===== src/rtl/fetch_queue.sv =====
// fetch_queue: instruction fetch front-end feeding the IF/ID register.
// Owns the fetch PC and issues one outstanding request at a time to a
// variable-latency instruction memory. Returned words are queued with their
// PCs and handed to decode over a valid/ready handshake. Jump redirects
// flush the queue and squash an in-flight fetch. Halt is sticky until reset.
module fetch_queue #(
  parameter int                    PC_WIDTH    = 15,
  parameter int                    INSTR_WIDTH = 16,
  parameter int                    DEPTH       = 4,
  parameter logic [PC_WIDTH-1:0]   RESET_PC    = '0
) (
  input  logic                          clk,
  input  logic                          reset,
  input  logic                          redirect,
  input  logic [PC_WIDTH-1:0]           redirect_pc,
  input  logic                          halt,
  output logic                          imem_req,
  output logic [PC_WIDTH-1:0]           imem_addr,
  input  logic                          imem_ack,
  input  logic [INSTR_WIDTH-1:0]        imem_rdata,
  output logic                          id_valid,
  input  logic                          id_ready,
  output logic [INSTR_WIDTH-1:0]        id_instr,
  output logic [PC_WIDTH-1:0]           id_pc,
  output logic [$clog2(DEPTH+1)-1:0]    count,
  output logic                          halted
);

  localparam int CW = $clog2(DEPTH + 1);
  localparam int PW = $clog2(DEPTH);

  typedef enum logic [1:0] {
    ST_IDLE,   // nothing outstanding
    ST_WAIT,   // request outstanding, its ack will be pushed
    ST_DRAIN,  // request outstanding but squashed, its ack is dropped
    ST_HALT    // halt latched, nothing outstanding
  } state_t;

  state_t                 state_reg, state_next;
  logic [PC_WIDTH-1:0]    fetch_pc_reg, fetch_pc_next;
  logic                   halt_latch_reg, halt_latch_next;
  logic [PW-1:0]          rd_ptr_reg, wr_ptr_reg;
  logic [CW-1:0]          count_reg;

  logic [PC_WIDTH-1:0]    pc_mem    [DEPTH];
  logic [INSTR_WIDTH-1:0] instr_mem [DEPTH];

  logic redirect_eff;
  logic fifo_full;
  logic fifo_empty;
  logic issue;
  logic push;
  logic pop;
  logic go_halt;

  // Redirect is meaningless once halted; everything else treats it as top priority.
  assign redirect_eff    = redirect & (state_reg != ST_HALT);
  assign fifo_full       = (count_reg == CW'(DEPTH));
  assign fifo_empty      = (count_reg == '0);
  assign halt_latch_next = halt_latch_reg | halt;
  assign go_halt         = halt_latch_next;

  // Only issue from IDLE, with room for the answer and no halt/redirect in play.
  // Since at most one request is outstanding, a push never finds the FIFO full.
  assign issue = (state_reg == ST_IDLE) & ~fifo_full & ~halt_latch_reg & ~halt & ~redirect;
  assign push  = (state_reg == ST_WAIT) & imem_ack & ~redirect_eff;
  assign pop   = ~fifo_empty & id_ready & ~redirect_eff;

  assign imem_req  = issue & ~reset;
  assign imem_addr = fetch_pc_reg;
  assign id_valid  = ~fifo_empty;
  assign id_instr  = fifo_empty ? '0 : instr_mem[rd_ptr_reg];
  assign id_pc     = fifo_empty ? '0 : pc_mem[rd_ptr_reg];
  assign count     = count_reg;
  assign halted    = (state_reg == ST_HALT);

  // Next-state and next fetch PC.
  always_comb begin
    state_next    = state_reg;
    fetch_pc_next = fetch_pc_reg;
    case (state_reg)
      ST_IDLE: begin
        if (redirect) begin
          fetch_pc_next = redirect_pc;
        end
        if (go_halt) begin
          state_next = ST_HALT;
        end else if (issue) begin
          state_next = ST_WAIT;
        end
      end
      ST_WAIT: begin
        if (redirect) begin
          fetch_pc_next = redirect_pc;
          // An ack in the redirect cycle is simply dropped; otherwise wait it out.
          if (imem_ack) begin
            state_next = go_halt ? ST_HALT : ST_IDLE;
          end else begin
            state_next = ST_DRAIN;
          end
        end else if (imem_ack) begin
          fetch_pc_next = fetch_pc_reg + PC_WIDTH'(1);
          state_next    = go_halt ? ST_HALT : ST_IDLE;
        end
      end
      ST_DRAIN: begin
        if (redirect) begin
          fetch_pc_next = redirect_pc;
        end
        // The squashed request's ack ends the drain even if a new redirect arrives.
        if (imem_ack) begin
          state_next = go_halt ? ST_HALT : ST_IDLE;
        end
      end
      ST_HALT: begin
        state_next = ST_HALT;
      end
      default: begin
        state_next = ST_IDLE;
      end
    endcase
  end

  // Control state: FSM, fetch PC and the sticky halt latch.
  always_ff @(posedge clk or posedge reset) begin
    if (reset) begin
      state_reg      <= ST_IDLE;
      fetch_pc_reg   <= RESET_PC;
      halt_latch_reg <= 1'b0;
    end else begin
      state_reg      <= state_next;
      fetch_pc_reg   <= fetch_pc_next;
      halt_latch_reg <= halt_latch_next;
    end
  end

  // FIFO pointers and occupancy; a redirect empties the queue outright.
  always_ff @(posedge clk or posedge reset) begin
    if (reset) begin
      rd_ptr_reg <= '0;
      wr_ptr_reg <= '0;
      count_reg  <= '0;
    end else if (redirect_eff) begin
      rd_ptr_reg <= '0;
      wr_ptr_reg <= '0;
      count_reg  <= '0;
    end else begin
      if (push) begin
        wr_ptr_reg <= wr_ptr_reg + PW'(1);
      end
      if (pop) begin
        rd_ptr_reg <= rd_ptr_reg + PW'(1);
      end
      count_reg <= count_reg + CW'(push) - CW'(pop);
    end
  end

  // FIFO storage; contents are qualified by count, so no reset is needed.
  always_ff @(posedge clk) begin
    if (push) begin
      pc_mem[wr_ptr_reg]    <= fetch_pc_reg;
      instr_mem[wr_ptr_reg] <= imem_rdata;
    end
  end

endmodule


===== config.mk =====
export PLATFORM = sky130hd
export DESIGN_NAME = fetch_queue
export DESIGN_NICKNAME = d
export VERILOG_FILES = /design/src/rtl/fetch_queue.sv
export SDC_FILE = /design/constraint.sdc
export NUM_CORES = 1
export LEC_CHECK = 0
export CAP_MARGIN = 20
export CORE_UTILIZATION = 50
export CTS_CLUSTER_DIAMETER = 50
export CTS_CLUSTER_SIZE = 30
export DETAILED_ROUTE_END_ITERATION = 10
export GPL_ROUTABILITY_DRIVEN = 1
export PLACE_DENSITY = 0.74
export SYNTH_ARGS = -nofsm -noshare
export SYNTH_HDL_FRONTEND = slang
export SYNTH_SLANG_ARGS = --single-unit

===== constraint.sdc =====
create_clock -name clk -period 3.1 [get_ports clk]
set_input_delay 0.62 -clock clk [delete_from_list [all_inputs] [get_ports clk]]
set_output_delay 0.62 -clock clk [all_outputs]
set_load 0.03 [all_outputs]

; ---- Yosys cells after proc, flatten, opt, wreduce, memory -nomap -nowiden
; Memories as Yosys holds them, arrays and structs flattened.
; Index checks and enable logic that the tools add are counted.
; W data, S select, Z words.
[totals]
output_inout_bits = 52
ramBits = 124
wordCells = 66
reg_bits = 25
mem_count = 2
in_bits = 37
[classes]
bitwise = 18
addsub = 5
n_eq_ne = 8
n_mux = 20
n_reduce_logical = 7
[mem_list]
columns = memory, words, word_bits, rd, rd_ports_with_merged_regs, wr, line
row1 = instr_mem, 4, 16, 1, 0, 1, 46  ; logic [INSTR_WIDTH-1:0] instr_mem [DEPTH];
row2 = pc_mem, 4, 15, 1, 0, 1, 45  ; logic [PC_WIDTH-1:0] pc_mem [DEPTH];
[op_table]
columns = cell, n
row1 = $mux W15, 4
row2 = $pmux W15 S2, 1
row3 = $mux W2, 10
row4 = $mux W16, 1
row5 = $add A15 B1 Y15 const B, 1
row6 = $and A1 B1 Y1, 10
row7 = $pmux W2 S4, 1
row8 = $not A1 Y1, 7
row9 = $ne A3 B3 Y1 const B, 2
row10 = $reduce_bool A2 Y1, 3
row11 = $add A2 B1 Y2 const B, 2
row12 = $eq A2 B2 Y1 const B, 2
row13 = $add A3 B1 Y3, 1
row14 = $eq A3 B3 Y1 const B, 1
row15 = $logic_not A3 Y1, 1
row16 = $mux W3, 1
row17 = $reduce_and A3 Y1, 1
row18 = $sub A3 B1 Y3, 1
row19 = $eq A2 B1 Y1 const B, 1
row20 = $logic_not A2 Y1, 1
row21 = $mux W1, 2
row22 = $ne A2 B1 Y1 const B, 1
row23 = $ne A2 B2 Y1 const B, 1
row24 = $reduce_or A2 Y1, 1
row25 = $or A1 B1 Y1, 1

; ---- Depth between registers and ports, before layout
; Gate-level depths: netlist of run 1.
[logic_depth]
depth_word = 9
mapped_depth = 13
ltp_nobuf = 11

; ---- Worst setup path before layout of run 1
; No wires, ideal clock.
[synth_path]
path_kind = input to register
from = input port redirect
to = register count_reg[2], in the netlist count[2]
required_time_ns = 2.975
setup_time_ns = 0.125
arrival_ns = 2.493
path_buffers = 2
path_stages = 13
path_slack_ns = 0.482
cell_sequence = buf_2 > nand2b_1 > buf_2 > nor2_2 > inv_1 > ha_1 > inv_1 > ha_1 > inv_1 > fa_1 > xor2_1 > xnor2_1 > nor2_1
[synth_via]
elab_chain_cells = 6
word_cells_on_any_way = 7
cone_classes = add/sub: 2 / mux: 1 / bitwise: 4
[synth_rtl]
columns = element, line
row1 = from (decl), 14  ; input logic redirect,
row2 = $and A1 B1 Y1 (*), 57  ; assign redirect_eff = redirect & (state_reg != ST_HALT);
row3 = $not A1 Y1, "66, 67"
row4 = $and A1 B1 Y1, 66  ; assign push = (state_reg == ST_WAIT) & imem_ack & ~redirect_eff;
row5 = $add A3 B1 Y3, 154  ; count_reg <= count_reg + CW'(push) - CW'(pop);
row6 = $sub A3 B1 Y3, 154
row7 = $mux W3 (*), 143  ; end else if (redirect_eff) begin
row8 = to (signal assigned), 154
row9 = to (decl), 43  ; logic [CW-1:0] count_reg;
; Every way passes the cells marked *; elsewhere a longest branch is shown, timed or not.
; A chain may end at the register's enable or synchronous reset.

; ---- Final worst setup path of run 1
[layout_path]
from = register count_reg[1], in the netlist count[1]
to = output port id_valid
[layout_via]
elab_chain_cells = 2
[layout_rtl]
columns = element, line
row1 = $logic_not A3 Y1, 59  ; assign fifo_empty = (count_reg == '0);
row2 = $not A1 Y1, 71  ; assign id_valid = ~fifo_empty;
row3 = to (decl), 21  ; output logic id_valid,
; Every way passes these cells.

==> impl_results.md, run 1 <==
* Run status: completed
* Pins over their slew limit at 0
* Total iterations of the first detailed-routing run at 4
* Sw Share at 0.316
* Worst slew slack as a fraction of its limit at 0.622
* Maximum net fanout on the critical path at 33
* Setup slack on the worst flop-to-flop path at 0.71 ns
* Highest-count cells in the layout ignoring fill and taps: edfxtp_1, clkdlybuf4s50_1, buf_4, and2_1, mux4_2
* Number of antenna violations at the first check in global routing at 0
* Largest register by flop count: instr_mem
* DRC violations left at 0
* Leakage power of the design at 2.81 nW
* Share of the synthesized area in the top cell type at 0.589
* Number of filler cells placed in the layout at 838
* Setup TNS after final layout at 0 ns
* Register bit total from synthesis at 149
* Worst setup path class: flop to output port
* Clock period minus final worst setup slack at 2.75 ns
* Final #Nets at 523
* Type of the worst min-delay path: flop to flop
* Internal power consumption at 0.00495 W
* Share of layout cells above drive strength 1 at 0.248
* Start point of the worst hold path: halt_latch_reg$_DFF_PP0_
* Required time reported for the critical path endpoint at 2.48 ns
* H-tree lvl count at 4
* Cell total after placement at 627
* Final hold viol count at 0
* Unrepaired setup endpoints after global routing: false
* Terminating pin of the worst hold path: halt_latch_reg$_DFF_PP0_
* Wire per inst at 18.2 um
* Vias after detailed routing at 3606
* Die Span Y at 114 um
* Synthesized area at 6320 um^2
* Slew at the pin closest to its max-slew limit at 0.568 ns
* Worst skew pair latency at 0.41 ns
* Remaining global-route overflow at 0
* WHS at 0.485 ns
* Clock tree from TritonCTS: done
* Number of flip-flops under the largest register name at 64
* Achievable frequency at 364 MHz
* Peak supply drop at 0.419 mV
* Power spent charging and discharging nets at 0.00229 W
* CP arrival at 2.13 ns
* Number of global-route vias before repair at 3758
* Count of clock tree sinks at 149
* Leading cell types by total area after synthesis: edfxtp_1, mux4_2, dfrtp_1
* Global-route usage over all layers at 0.204
* Full die area at 13100 um^2
* Core Rows at 40
* Drt via density at 5.47
* Clock Skew at 0.00527 ns
* Launching point of the worst reg2reg path: count[1]$_DFF_PP0_
* CTS clock-pin slew for the worst setup and hold paths at 0.06 ns
* Last weighted congestion value of the routability-driven placer at 0.838
* Resized Gates After CTS at 0
* Diodes inserted at 0
* Global-route wire length before repair at 19.3 mm
* Leading cell type in the layout, fill and taps excluded: edfxtp_1
* CP Launch Type: flop
* Post-layout util at 0.664
* CTS buffer count at 17
* Half-perimeter wire length of the detailed placement result at 7.53 mm
* PwrDens at 897 nW/um^2
* Top cell type by total area after synthesis: edfxtp_1
* Sequential area share after synthesis at 0.688
* Clock network fraction of design power at 0.302
* Number of post-CTS setup repair buffers at 0
* Area of the core at 12200 um^2
* Proportion of power drawn by flip-flops and latches at 0.337
* Iteration-0 DRC count of the detailed router at 298
* Number of cells traversed by the worst hold path at 1
* Initial Utilization at 0.520
* Max Buffers Root-to-Sink at 2
* Post-layout instance count excluding filler cells at 659
* # Max-Cap Violations at 0
* Antenna violation net count after detailed routing at 0
* Synthesis-to-layout area growth at 27.7%
* Number of distinct library cell variants in the gate-level netlist after synthesis at 57
* Power Total at 0.00724 W
* Synthesized Nets at 424
* Io pins at 89
* Die X-Extent at 114 um
* Buffers on Ports at 88
* Endpoint type of the worst setup path: output port
* Combinational share of power at 0.361
* Number of standard cells after synthesis at 379
* Cell depth of the worst flop-to-flop path at 11
* Largest net degree at the start of global routing at 34
* Final Cycle Share at 0.886
* Hold-fix buffer count after cts at 0
* Average cell area after synthesis at 16.7 um^2
* Endpoint of the worst register-to-register path: count[2]$_DFF_PP0_
* Clk root buf: clkbuf_16
* Synthesis Warnings at 0
* Final setup fails at 0
* Wire length reported by the detailed router at 12.0 mm
[cell usage after synthesis (all sizes together)]
cell / number
nor3: 4
a311o: 1
a31oi: 5
and2b: 1
o2bb2ai: 2
nand4: 3
a2bb2oi: 1
o31ai: 1
a21oi: 15
ha: 7
a21o: 1
a211o: 1
or3: 2
nor2: 15
nand2b: 2
o41ai: 1
buf: 13
nand2: 18
nand3: 7
a22oi: 1
nor3b: 1
dfrtp: 25
o21a: 3
and2: 37
inv: 11
and3: 1
a32oi: 1
mux2i: 2
o22a: 2
a32o: 2
maj3: 1
clkbuf: 8
o21ai: 12
and4: 1
edfxtp: 124
o22ai: 2
nor4: 4
or2: 1
fa: 1
nor2b: 2
o32a: 1
xor2: 3
xnor2: 1
mux4: 31
and4b: 1
[worst max-delay path by stage]
stage	from	endpoint	slack, ns
after detailed placement	redirect	count[2]$_DFF_PP0_	0.18
final	count[1]$_DFF_PP0_	id_valid	0.35
after floorplan	redirect	count[2]$_DFF_PP0_	0.48
after global routing	count[1]$_DFF_PP0_	id_valid	0.24
after global placement	redirect	count[2]$_DFF_PP0_	0.27
after CTS	count[1]$_DFF_PP0_	id_valid	0.31
[power by group through the flow]
stage	Clock, W	Combinational, W	Sequential (W)
finish	0.00218	0.00262	0.00244
floorplan	0	0.00155	0.00257
detailed placement	0	0.00266	0.00248
global route	0.00230	0.00278	0.00247
CTS	0.00222	0.00266	0.00244
global placement	0	0.00262	0.00247
[per-stage QoR]
step,setup WS (ns),instance area [um^2]
global placement,0.272,7430
CTS,0.309,8070
detailed placement,0.176,7430
global route,0.245,8070
finish,0.355,8070
floorplan,0.482,6320
[cell families after synthesis]
logic type                 count (synthesis)  synth area share
DFF                                      149             0.688
and+or+nand+nor                          100            0.0916
AOI/OAI and AO/OA                         52            0.0540
muxes                                     33             0.114
buffers and inverters                     32            0.0289
adders and majority gates                  9            0.0186
xor gates and xnor gates                   4           0.00554
[metal layers]
layer | vias to the layer above | track usage | part of all wire
met4 | 0 | 0.0952 | 0.020
met3 | 16 | 0.0540 | 0.049
met1 | 1811 | 0.269 | 0.44
met2 | 112 | 0.318 | 0.49
met5 | - | 0 | 0
li1 | 1667 | - | -
[cell type report]
| type | count | area (um^2) | area share |
|---|---|---|---|
| repair buffers | 101 | 1040 | 0.128 |
| well taps | 168 | 210 | 0.0260 |
| flip-flops and latches | 149 | 4350 | 0.539 |
| multi-input cells | 198 | 1800 | 0.223 |
| clock inverters | 13 | 206 | 0.0256 |
| inverters | 11 | 41.3 | 0.00511 |
| clock buffers | 19 | 433 | 0.0536 |
[worst max-delay path, stage by stage (launching register included)]
cell	delay, ns
dfrtp_1	0.44
or3_1	0.41
buf_4	0.24
clkdlybuf4s50_1	0.63
No activity file was read; power rests on OpenSTA's default activity.
==> run 2: changes to the inputs <==
Settings changed: CELL_PAD_IN_SITES_DETAIL_PLACEMENT from default to 0, CELL_PAD_IN_SITES_GLOBAL_PLACEMENT from default to 1, CORE_UTILIZATION 50 to 46, PLACE_DENSITY 0.74 to default, PLACE_DENSITY_LB_ADDON from default to 0.1.
==> run 2 against run 1 <==
Effect of this change: first-iteration DRC count shrank 35%; clock power is 18% lower; global-route usage down 2.0 points; setup slack got worse by 0.051 ns; combinational power is essentially flat; sequential power about the same; register-to-register slack barely moved; utilization is 6.7 points lower; non-clock buffer count increased by 2; via count down 0.86%; wire length grew 0.57%; critical endpoint unchanged; largest power group unchanged.
==> impl_results.md, run 2 (synthesized netlist as in run 1, its figures left out) <==
* Run status: completed (unchanged)
* Largest register by flop count: instr_mem (unchanged)
* Smallest setup slack after layout at 0.303 ns (was 0.355 ns)
* Number of global-route vias before repair at 3643 (was 3758)
* Type of the worst min-delay path: flop to flop (unchanged)
* Antenna violation net count after detailed routing at 0 (unchanged)
* Full die area at 14200 um^2 (was 13100 um^2)
* Worst slew slack as a fraction of its limit at 0.616 (was 0.622)
* Combined flip-flop and latch cell area at 4350 um^2 (unchanged)
* Max Buffers Root-to-Sink at 2 (unchanged)
* Launching point of the worst reg2reg path: count[1]$_DFF_PP0_ (unchanged)
* First element of the critical path: count[1]$_DFF_PP0_ (unchanged)
* Largest net degree at the start of global routing at 34 (unchanged)
* Critical-path cell with the highest stage delay: clkdlybuf4s50_1 (unchanged)
* Io pins at 89 (unchanged)
* Endpoint type of the worst setup path: output port (unchanged)
* DRC violations left at 0 (unchanged)
* Remaining global-route overflow at 0 (unchanged)
* Initial Utilization at 0.474 (was 0.520)
* CTS buffer count at 17 (unchanged)
* Clock period minus final worst setup slack at 2.80 ns (was 2.75 ns)
* Area of the core at 13300 um^2 (was 12200 um^2)
* Final Cycle Share at 0.902 (was 0.886)
* Drt via density at 5.35 (was 5.47)
* Global-route wire length before repair at 19.3 mm (about the same)
* Achievable frequency at 358 MHz (was 364 MHz)
* Cell depth of the worst flop-to-flop path at 11 (unchanged)
* Iteration-0 DRC count of the detailed router at 195 (was 298)
* Required time reported for the critical path endpoint at 2.48 ns (about the same)
* Start point of the worst hold path: halt_latch_reg$_DFF_PP0_ (unchanged)
* Number of cells traversed by the worst hold path at 1 (unchanged)
* Setup TNS after final layout at 0 ns (unchanged)
* Vias after detailed routing at 3575 (was 3606)
* Die X-Extent at 119 um (was 114 um)
* Leading cell type in the layout, fill and taps excluded: edfxtp_1 (unchanged)
* Number of antenna violations at the first check in global routing at 0 (unchanged)
* Half-perimeter wire length of the detailed placement result at 7.37 mm (was 7.53 mm)
* Largest delay contributor family on the critical path: buffers and inverters (unchanged)
* Diodes inserted at 0 (unchanged)
* Cell area after placement at 7460 um^2 (was 7430 um^2)
* Last weighted congestion value of the routability-driven placer at 0.775 (was 0.838)
* # Max-Cap Violations at 0 (unchanged)
* Worst setup slack after placement at 0.270 ns (was 0.176 ns)
* H-tree lvl count at 4 (unchanged)
* Leakage power of the design at 2.77 nW (was 2.81 nW)
* Core Rows at 42 (was 40)
* Slowest cell delay on critical path at 0.63 ns (about the same)
* Resized Gates After CTS at 0 (unchanged)
* Unrepaired setup endpoints after global routing: false (unchanged)
* Buffers on Ports at 88 (unchanged)
* CP Launch Type: flop (unchanged)
* Die Span Y at 119 um (was 114 um)
* Number of filler cells placed in the layout at 1075 (was 838)
* Synthesis-to-layout area growth at 26.0% (was 27.7%)
* Maximum net fanout on the critical path at 33 (unchanged)
* CP Depth at 3 (unchanged)
* CP arrival at 2.18 ns (was 2.13 ns)
* Share of layout cells above drive strength 1 at 0.236 (was 0.248)
* Final hold viol count at 0 (unchanged)
* Slew at the pin closest to its max-slew limit at 0.576 ns (was 0.568 ns)
* Pins over their slew limit at 0 (unchanged)
* Clk root buf: clkbuf_16 (unchanged)
* Worst setup path class: flop to output port (unchanged)
* Buffers and inverters on the worst path at 2 (unchanged)
* Cell area after layout at 7970 um^2 (was 8070 um^2)
* Power Total at 0.00683 W (was 0.00724 W)
* Count of clock tree sinks at 149 (unchanged)
* WHS at 0.495 ns (was 0.485 ns)
* Number of post-CTS setup repair buffers at 0 (unchanged)
* Highest-count cells in the layout ignoring fill and taps: edfxtp_1, clkdlybuf4s50_1, buf_4, and2_1, mux4_2 (unchanged)
* Total iterations of the first detailed-routing run at 4 (unchanged)
* Final setup fails at 0 (unchanged)
* PwrDens at 857 nW/um^2 (was 897 nW/um^2)
* Peak supply drop at 0.430 mV (was 0.419 mV)
* Global-route usage over all layers at 0.184 (was 0.204)
* Wire per inst at 18.1 um (was 18.2 um)
* CTS clock-pin slew for the worst setup and hold paths at 0.06 ns (about the same)
* Hold-fix buffer count after cts at 0 (unchanged)
* Cells along the critical path: or3_1 > buf_4 > clkdlybuf4s50_1 (unchanged)
* Clock Skew at 0.00975 ns (was 0.00527 ns)
* Number of flip-flops under the largest register name at 64 (unchanged)
* Worst skew pair latency at 0.41 ns (about the same)
* Clock tree from TritonCTS: done (unchanged)
* Wire length reported by the detailed router at 12.1 mm (was 12.0 mm)
* Multi-input logic area at 1800 um^2 (unchanged)
* Final #Nets at 525 (was 523)
[run 2: cell types whose count changed in the layout (fill, tap and decap cells not counted), sizes merged]
cell / before / now
bufinv: 5 / 1
clkinvlp: 4 / 0
clkbuf: 19 / 23
buf: 45 / 47
clkinv: 4 / 7
[run 2: final cells by class]
cell class / count / share of cell area
sequential: 149 / 0.546
multi-input combinational: 198 / 0.226
timing repair buffer: 103 / 0.132
clock buffer: 23 / 0.0562
tap: 176 / 0.0276
clock inverter: 8 / 0.00754
inverter: 11 / 0.00518
[run 2: layer usage]
| layer | global-route usage | routed length [um] | vias up | share of wire |
|---|---|---|---|---|
| met4 | 0.0799 | 168 | 0 | 0.014 |
| met5 | 0 | 0 | - | 0 |
| li1 | - | - | 1680 | - |
| met1 | 0.240 | 5360 | 1795 | 0.44 |
| met2 | 0.292 | 5980 | 89 | 0.50 |
| met3 | 0.0455 | 559 | 11 | 0.046 |
[run 2: power breakdown]
part	internal, W	switching, W
logic	0.00122	0.00139
registers	0.00229	0.000137
clock network	0.00108	0.000704
[run 2: path summary, 6_finish.rpt]
path / end / slack, ns
setup / recovery: id_valid / 0.30
hold / removal: halt_latch_reg$_DFF_PP0_ / 0.49
max in group asynchronous: rd_ptr_reg[0]$_DFFE_PP0P_ / 2.21
setup reg to reg: count[2]$_DFF_PP0_ / 0.70
min in group asynchronous: state_reg[1]$_DFFE_PP0P_ / 0.60
hold reg to reg: halt_latch_reg$_DFF_PP0_ / 0.49
[run 2: worst reg2reg max path, stage by stage, from the launching register on]
cell	delay, ns
dfrtp_1	0.45
or3_1	0.42
nand2_1	0.13
nor2_1	0.05
ha_1	0.28
inv_1	0.05
ha_1	0.12
inv_1	0.05
fa_1	0.38
xor2_1	0.18
xnor2_1	0.13
nor2_1	0.05
[run 2: metrics by stage]
stage,cells,utilization
after floorplan,379,-
after global placement,637,0.559
after detailed placement,637,0.559
after CTS,668,0.597
after global routing,668,0.597
final,668,0.597
